### src/rtl/pe_pkg.sv
// Shared types, Kyber/Dilithium constants and config decode for the modular-arithmetic PE array.
package pe_pkg;

  typedef enum logic [4:0] {
    MADD   = 5'd0,
    MSUB   = 5'd1,
    CT_BFO = 5'd2,
    P2R    = 5'd3,
    CHKZ   = 5'd4,
    CHKW0  = 5'd5,
    CHKH   = 5'd6
  } pe_instr_t;

  typedef enum logic [4:0] {
    KEM_512  = 5'd0,
    KEM_768  = 5'd1,
    KEM_1024 = 5'd2,
    DSA_44   = 5'd3,
    DSA_65   = 5'd4,
    DSA_87   = 5'd5
  } pe_alg_t;

  localparam int CW = 24;

  localparam logic [CW-1:0] Q_KEM   = 24'd3329;
  localparam logic [CW-1:0] Q_DSA   = 24'd8380417;
  localparam int            D_DSA   = 13;

  localparam logic [CW-1:0] G1_44   = 24'd131072;
  localparam logic [CW-1:0] G1_65   = 24'd524288;
  localparam logic [CW-1:0] G1_87   = 24'd524288;
  localparam logic [CW-1:0] G2_44   = 24'd95232;
  localparam logic [CW-1:0] G2_65   = 24'd261888;
  localparam logic [CW-1:0] G2_87   = 24'd261888;
  localparam logic [CW-1:0] BETA_44 = 24'd78;
  localparam logic [CW-1:0] BETA_65 = 24'd196;
  localparam logic [CW-1:0] BETA_87 = 24'd120;

  // Bounds are pre-subtracted so each lane only compares.
  typedef struct packed {
    logic          is_dsa;
    logic [CW-1:0] q;
    logic [CW-1:0] bnd_z;
    logic [CW-1:0] bnd_w0;
    logic [CW-1:0] bnd_h;
  } pe_cfg_t;

  function automatic pe_cfg_t pe_cfg_from_alg(input pe_alg_t alg);
    pe_cfg_t c;
    c = '0;
    case (alg)
      DSA_44: begin
        c.is_dsa = 1'b1; c.q = Q_DSA;
        c.bnd_z = G1_44 - BETA_44; c.bnd_w0 = G2_44 - BETA_44; c.bnd_h = G2_44;
      end
      DSA_65: begin
        c.is_dsa = 1'b1; c.q = Q_DSA;
        c.bnd_z = G1_65 - BETA_65; c.bnd_w0 = G2_65 - BETA_65; c.bnd_h = G2_65;
      end
      DSA_87: begin
        c.is_dsa = 1'b1; c.q = Q_DSA;
        c.bnd_z = G1_87 - BETA_87; c.bnd_w0 = G2_87 - BETA_87; c.bnd_h = G2_87;
      end
      default: c.q = Q_KEM;
    endcase
    return c;
  endfunction

  // Rounding and norm checks only have meaning under a Dilithium config.
  function automatic logic pe_instr_ok(input pe_instr_t op, input logic is_dsa);
    case (op)
      MADD, MSUB, CT_BFO:       return 1'b1;
      P2R, CHKZ, CHKW0, CHKH:   return is_dsa;
      default:                  return 1'b0;
    endcase
  endfunction

endpackage

### src/rtl/pe_modarith_lane.sv
// Single-lane 2-stage modular datapath: stage 1 raw sum/diff/compares, stage 2 correction.
module pe_modarith_lane
  import pe_pkg::*;
#(
  parameter int WIDTH = 24
) (
  input  logic             clk,
  input  logic             rst,
  input  logic             en,
  input  pe_cfg_t          cfg,
  input  pe_instr_t        instr,
  input  logic [WIDTH-1:0] a,
  input  logic [WIDTH-1:0] b,
  output logic [WIDTH-1:0] x,
  output logic [WIDTH-1:0] y,
  output logic             fail
);

  localparam logic [WIDTH:0] RND = (WIDTH+1)'((1 << (D_DSA - 1)) - 1);

  logic [WIDTH-1:0] q, bnd;
  logic [WIDTH:0]   s_d, s_q, d_d, d_q;
  logic [WIDTH-1:0] a_d, a_q;
  logic             ge_d, ge_q, hit_d, hit_q, ok_d, ok_q;
  pe_instr_t        op_d, op_q;

  logic [WIDTH:0]   madd, msub, rnd;
  logic [WIDTH-1:0] px;
  logic [WIDTH-1:0] x_d, x_q, y_d, y_q;
  logic             fail_d, fail_q;

  assign q = WIDTH'(cfg.q);

  always_comb begin
    case (instr)
      CHKZ:    bnd = WIDTH'(cfg.bnd_z);
      CHKW0:   bnd = WIDTH'(cfg.bnd_w0);
      default: bnd = WIDTH'(cfg.bnd_h);
    endcase
    a_d   = a;
    op_d  = instr;
    s_d   = {1'b0, a} + {1'b0, b};
    d_d   = {1'b0, a} - {1'b0, b};
    ge_d  = s_d >= {1'b0, q};
    hit_d = (a >= bnd) && (a <= q - bnd);
    ok_d  = pe_instr_ok(instr, cfg.is_dsa);
  end

  // d_q is two's complement in WIDTH+1 bits; its MSB is the borrow.
  always_comb begin
    madd   = ge_q ? s_q - {1'b0, q} : s_q;
    msub   = d_q[WIDTH] ? d_q + {1'b0, q} : d_q;
    rnd    = {1'b0, a_q} + RND;
    px     = WIDTH'(rnd >> D_DSA);
    x_d    = '0;
    y_d    = '0;
    fail_d = 1'b0;
    if (ok_q) begin
      case (op_q)
        MADD:   x_d = madd[WIDTH-1:0];
        MSUB:   x_d = msub[WIDTH-1:0];
        CT_BFO: begin
          x_d = madd[WIDTH-1:0];
          y_d = msub[WIDTH-1:0];
        end
        P2R: begin
          x_d = px;
          y_d = a_q - (px << D_DSA);
        end
        CHKZ, CHKW0, CHKH: begin
          x_d    = WIDTH'(hit_q);
          fail_d = hit_q;
        end
        default: ;
      endcase
    end
  end

  always_ff @(posedge clk or posedge rst) begin
    if (rst) begin
      s_q    <= '0;
      d_q    <= '0;
      a_q    <= '0;
      ge_q   <= 1'b0;
      hit_q  <= 1'b0;
      ok_q   <= 1'b0;
      op_q   <= MADD;
      x_q    <= '0;
      y_q    <= '0;
      fail_q <= 1'b0;
    end else if (en) begin
      s_q    <= s_d;
      d_q    <= d_d;
      a_q    <= a_d;
      ge_q   <= ge_d;
      hit_q  <= hit_d;
      ok_q   <= ok_d;
      op_q   <= op_d;
      x_q    <= x_d;
      y_q    <= y_d;
      fail_q <= fail_d;
    end
  end

  assign x    = x_q;
  assign y    = y_q;
  assign fail = fail_q;

endmodule

### src/rtl/pe_modarith_pipe.sv
// NUM-lane modular-arithmetic PE with handshakes, config latch and sticky per-packet check verdict.
// Define PE_IN_SKID_EN to add a one-entry input skid buffer and register in_ready.
module pe_modarith_pipe
  import pe_pkg::*;
#(
  parameter int NUM   = 4,
  parameter int WIDTH = 24
) (
  input  logic                 clk,
  input  logic                 rst,
  input  logic                 cfg_valid,
  output logic                 cfg_ready,
  input  logic [4:0]           cfg_alg,
  input  logic                 in_valid,
  output logic                 in_ready,
  input  logic [4:0]           in_instr,
  input  logic                 in_last,
  input  logic [NUM*WIDTH-1:0] in_a,
  input  logic [NUM*WIDTH-1:0] in_b,
  output logic                 out_valid,
  input  logic                 out_ready,
  output logic [NUM*WIDTH-1:0] out_x,
  output logic [NUM*WIDTH-1:0] out_y,
  output logic                 out_last,
  output logic                 out_chk_fail,
  output logic                 out_err,
  output logic                 busy
);

  typedef logic [NUM-1:0][WIDTH-1:0] vec_t;

  logic       advance, in_fire, out_fire, cur_fail;
  logic       src_vld, src_last;
  logic [4:0] src_instr;
  vec_t       src_a, src_b, lx, ly;
  logic [NUM-1:0] lfail;

  logic [1:0] vld_pipe_d, vld_pipe_q, last_pipe_d, last_pipe_q, err_pipe_d, err_pipe_q;
  logic       acc_d, acc_q;
  pe_cfg_t    cfg_d, cfg_q;

  assign advance  = !vld_pipe_q[1] || out_ready;
  assign out_fire = vld_pipe_q[1] && out_ready;

`ifdef PE_IN_SKID_EN
  logic       skid_full_d, skid_full_q, skid_last_d, skid_last_q;
  logic [4:0] skid_instr_d, skid_instr_q;
  vec_t       skid_a_d, skid_a_q, skid_b_d, skid_b_q;

  assign in_ready = !skid_full_q;
  assign in_fire  = in_valid && !skid_full_q;
  assign busy     = skid_full_q || (|vld_pipe_q);

  // A held entry always feeds the pipe ahead of the live input.
  always_comb begin
    src_vld      = skid_full_q || in_fire;
    src_last     = skid_full_q ? skid_last_q  : in_last;
    src_instr    = skid_full_q ? skid_instr_q : in_instr;
    src_a        = skid_full_q ? skid_a_q     : in_a;
    src_b        = skid_full_q ? skid_b_q     : in_b;
    skid_full_d  = !advance && (skid_full_q || in_fire);
    skid_last_d  = skid_last_q;
    skid_instr_d = skid_instr_q;
    skid_a_d     = skid_a_q;
    skid_b_d     = skid_b_q;
    if (!advance && in_fire) begin
      skid_last_d  = in_last;
      skid_instr_d = in_instr;
      skid_a_d     = in_a;
      skid_b_d     = in_b;
    end
  end

  always_ff @(posedge clk or posedge rst) begin
    if (rst) begin
      skid_full_q  <= 1'b0;
      skid_last_q  <= 1'b0;
      skid_instr_q <= '0;
      skid_a_q     <= '0;
      skid_b_q     <= '0;
    end else begin
      skid_full_q  <= skid_full_d;
      skid_last_q  <= skid_last_d;
      skid_instr_q <= skid_instr_d;
      skid_a_q     <= skid_a_d;
      skid_b_q     <= skid_b_d;
    end
  end
`else
  assign in_ready  = advance;
  assign in_fire   = in_valid && advance;
  assign busy      = |vld_pipe_q;
  assign src_vld   = in_fire;
  assign src_last  = in_last;
  assign src_instr = in_instr;
  assign src_a     = in_a;
  assign src_b     = in_b;
`endif

  assign cfg_ready = !busy;

  always_comb begin
    cur_fail    = |lfail;
    vld_pipe_d  = vld_pipe_q;
    last_pipe_d = last_pipe_q;
    err_pipe_d  = err_pipe_q;
    if (advance) begin
      vld_pipe_d  = {vld_pipe_q[0], src_vld};
      last_pipe_d = {last_pipe_q[0], src_last};
      err_pipe_d  = {err_pipe_q[0], !pe_instr_ok(pe_instr_t'(src_instr), cfg_q.is_dsa)};
    end
    acc_d = acc_q;
    if (out_fire) acc_d = last_pipe_q[1] ? 1'b0 : (acc_q | cur_fail);
    cfg_d = cfg_q;
    if (cfg_valid && cfg_ready) cfg_d = pe_cfg_from_alg(pe_alg_t'(cfg_alg));
  end

  always_ff @(posedge clk or posedge rst) begin
    if (rst) begin
      vld_pipe_q  <= '0;
      last_pipe_q <= '0;
      err_pipe_q  <= '0;
      acc_q       <= 1'b0;
      cfg_q       <= pe_cfg_from_alg(KEM_512);
    end else begin
      vld_pipe_q  <= vld_pipe_d;
      last_pipe_q <= last_pipe_d;
      err_pipe_q  <= err_pipe_d;
      acc_q       <= acc_d;
      cfg_q       <= cfg_d;
    end
  end

  for (genvar i = 0; i < NUM; i++) begin : g_lane
    pe_modarith_lane #(.WIDTH(WIDTH)) u_lane (
      .clk   (clk),
      .rst   (rst),
      .en    (advance),
      .cfg   (cfg_q),
      .instr (pe_instr_t'(src_instr)),
      .a     (src_a[i]),
      .b     (src_b[i]),
      .x     (lx[i]),
      .y     (ly[i]),
      .fail  (lfail[i])
    );
  end

  assign out_valid    = vld_pipe_q[1];
  assign out_last     = vld_pipe_q[1] && last_pipe_q[1];
  assign out_err      = vld_pipe_q[1] && err_pipe_q[1];
  assign out_chk_fail = vld_pipe_q[1] && last_pipe_q[1] && (acc_q || cur_fail);
  assign out_x        = lx;
  assign out_y        = ly;

endmodule

### config.mk
export PLATFORM = sky130hd
export DESIGN_NAME = pe_modarith_pipe
export DESIGN_NICKNAME = d
export VERILOG_FILES = /design/src/rtl/pe_pkg.sv /design/src/rtl/pe_modarith_lane.sv /design/src/rtl/pe_modarith_pipe.sv
export SDC_FILE = /design/constraint.sdc
export NUM_CORES = 2
export LEC_CHECK = 0
export BUFFER_PORTS_ARGS = -buffer_cell sky130_fd_sc_hd__buf_2
export CORE_MARGIN = 1.5
export CORE_UTILIZATION = 35
export DETAILED_ROUTE_END_ITERATION = 6
export GPL_TIMING_DRIVEN = 1
export PLACE_DENSITY = 0.56
export SYNTH_ARGS = -nofsm -noshare
export SYNTH_HDL_FRONTEND = slang
export SYNTH_SLANG_ARGS = --single-unit
### constraint.sdc
create_clock -name clk -period 50.2 [get_ports clk]
set_input_delay 5.02 -clock clk [delete_from_list [all_inputs] [get_ports clk]]
set_output_delay 5.02 -clock clk [all_outputs]
set_load 0.02 [all_outputs]
==> impl_results.md <==
- Outcome: finished, violations left
- Violations in the final reports: DRC
- CTS H-tree depth: 3
- DR pass1 iterations: 7
- Critical path, cell by cell: buf_2 -> nor2b_4 -> inv_8 -> buf_2
- CTS Hold Bufs: 0
- Main synth FF type: dfrtp_1
- Clock Latency Late Sink: 0.66 ns
- Ports: between 400 and 500
- Vias per cell: between 5 and 6
- Max FO, Critical Path: 78
- GRT Total Usage: a little over a quarter
- Sink Count: 512
- Starting density of the core: a little over a third
- CTS Buf Count: between 60 and 70
- Static leakage: 0.0238 uW
- Synth Register Bits: roughly 510
- Core Rows: 131
- Final Hold Viols: 0
- Filler Cell Count: around 13,000
- Req. time, crit path: about 45 ns
- Gr busiest metal: met2
- Core Area: roughly 130,000 um2
- CTS tree: done
- Post-synth top cells: 733 x nand2_1, 544 x ha_1, 511 x dfrtp_1, 461 x nor2_1, 378 x a21oi_1
- Number of port buffers: roughly 410
- Sequential share of the synthesized area: roughly 28%
- Crit path buffers/inverters: 3
- Minimum clock period: approximately 11 ns
- Vias in the first global route: slightly above 40,000
- Initial DRC count: 4,299
- Global-route wire length before repair: between 200,000 and 300,000 um
- Netlist Area Pre-Place: about 45,000 um2
- WL final: 181,000 um
- Ys Warns: 0
- Tcrit/Tclk final: 21.7%
- Residual DRC: 1
- Worst r2r src: cfg_q[40]$_DFFE_PP0P_
- Fmax: 92.0 MHz
- GR Util met1: around two fifths
- CP max stage cell: inv_8
- Hold Worst Slack: between 0.4 and 0.5 ns
- CTS root buf: clkbuf_16
- Wire per inst: 23.9 um
- Routability cong.: ~0.94
- Power Dens Cells: ~37 nW/um2
- Crit. End Element: output port
- Max-cap viol count: 0
- Final nets: ~6,600
- Share of cells above drive strength 1: around an eighth
- Placed cell area: ~49,000 um2
- Crit path kind: in -> out
- Critical Path Max Stage Delay: 0.32 ns
- Met3 Use GR: approximately 4.3%
- HP Class: reg -> reg
- CTS resizes: 0
- Initial antenna violation count: 10
- M2 GR Usage: about two fifths
- Largest net degree at the start of global routing: 147
- Vias: approximately 44,000
- Area contributors post-synth: dfrtp_1 28%, ha_1 15%, nand2_1 6.1%, xnor2_1 5.2%, a21oi_1 4.2%
- Measured slew at the worst slew-check pin: roughly 1.2 ns
- Die height: approximately 360 um
- Worst slack at placement: 39.19 ns
- Worst Skew: 0.0288 ns
- CTS clk-pin slew, worst paths: roughly 0.06 ns
- Pins over their slew limit: 0
- Layout area overhead: 13.3%
- RSZ-0062 raised after global routing: false
- Post-Synthesis Cells: 5,547
- Delay-heaviest family, CP: buffers and inverters
- Most used cell along the critical path: buf_2
- Fin area: between 50,000 and 60,000 um2
- Worst hold start: g_lane[0].u_lane.y[18]$_DFFE_PP0N_
- DP Wirelength: approximately 140,000 um
- Setup repair bufs after CTS: 0
- Share of async-settable or async-resettable flops after synthesis: between 90% and 100%
- Congestion Overflow GR: 0
- Worst Slack Setup Final: slightly below 40 ns
- Cell variety after synth: 99
- Crit path DAT: slightly below 6 ns
- Yosys top cell area share: 28.2%
- Peak VDD IR: between 20 and 30 uV
- Post-synth EDFFs: 0
- Worst setup SP type: input port
- Clock Tree Buf Depth: 3
- Antenna-violating nets left: 0
- Max_slew headroom: between 15 and 20%
- Setup Total Neg Slack: 0 ns
- Largest area contributor in the netlist: dfrtp_1
- Full die area: 132,000 um2
- Chip Width: roughly 360 um
- CP Launch Point: out_ready
- Final setup vio count: 0
- Mean Syn Cell Area: slightly above 8 um2
- Most frequent cell after synthesis: nand2_1
- Syn_nets: ~6,300
## flip-flops by register name, indices dropped and copies added (netlist names)
name / count
g_lane.u_lane.d_q: 100
g_lane.u_lane.a_q: 96
g_lane.u_lane.x: 96
g_lane.u_lane.y: 96
g_lane.u_lane.s_q: 92
cfg_q: 7
g_lane.u_lane.op_q: 5
g_lane.u_lane.fail: 4
g_lane.u_lane.ge_q: 4
g_lane.u_lane.hit_q: 4
err_pipe_q: 2
last_pipe_q: 2
vld_pipe_q: 2
acc_q: 1
g_lane.u_lane.ok_q: 1
## path summary, 6_finish.rpt
path / endpoint / slack (ns) / cells past startpoint
setup reg to reg: g_lane[3].u_lane.hit_q$_DFFE_PP0N_ / 44.02 / 22
setup / recovery: in_ready / 39.33 / 4
hold / removal: g_lane[0].u_lane.y[18]$_DFFE_PP0N_ / 0.46 / 2
min in group asynchronous: g_lane[1].u_lane.x[2]$_DFFE_PP0N_ / 4.53 / 2
max in group asynchronous: g_lane[2].u_lane.d_q[21]$_DFFE_PP0N_ / 43.44 / 4
hold reg to reg: g_lane[0].u_lane.y[18]$_DFFE_PP0N_ / 0.46 / 2
## layout by cell type, fill, tap and decap left out, types with 44 or more instances in the layout
cell	count
nand2_1	731
ha_1	544
dfrtp_1	510
nor2_1	459
buf_2	406
a21oi_1	377
o21ai_0	360
inv_1	274
xnor2_1	269
nor3_1	117
xor2_1	116
nand3_1	101
a21o_1	93
nand2b_1	74
clkbuf_16	69
mux2i_1	65
a22oi_1	65
a31oi_1	61
nand4_1	60
nor4_1	57
nor2b_1	55
o31ai_1	52
a22o_1	51
buf_4	50
o22ai_1	48
a211oi_1	47
or3_1	45
o21bai_1	44
## layer usage
layer | up-vias | routed length [um]
met5 | - | 67
met4 | 12 | 6180
met3 | 285 | 14000
met2 | 1677 | 77500
met1 | 21200 | 83700
li1 | 20600 | -
## through the flow
stage                     utilization, %  std cells  total power (uW)
after floorplan                        -       5547              1120
after global placement              38.3       7471              1360
after detailed placement            38.3       7471              1370
after CTS                           40.1       7587              1880
after global routing                40.1       7589              2000
final                               40.1       7589              1890
## cells by family after synthesis
group / after synthesis / synth area share [%]
buf+inv: 544 / 4.52
flops: 512 / 28.2
mux: 105 / 2.42
simple gates: 1874 / 19.0
xor+xnor: 387 / 7.52
compound gates: 1562 / 22.7
fa+ha+maj: 563 / 15.6
## power breakdown
part,total [uW],switching [uW],internal [uW]
Clock,510,202,309
Sequential,546,78.0,468
Combinational,836,514,321
## cell type report
type	count	area (um2)	area share, %
diodes	2	5.00	0.00974
repair buffers	459	2470	4.80
flip-flops and latches	512	12800	24.9
multi-input cells	4491	30600	59.5
well taps	1729	2160	4.21
clock buffers	92	1960	3.82
inverters	280	1070	2.08
clock inverters	24	317	0.616
## worst min-delay path, cell delays in order (launching register included)
cell and delay [ns]:
dfrtp_1 0.34, nand2_1 0.05, nand2_1 0.05
Note: power is estimated with default switching activity, not from simulation.
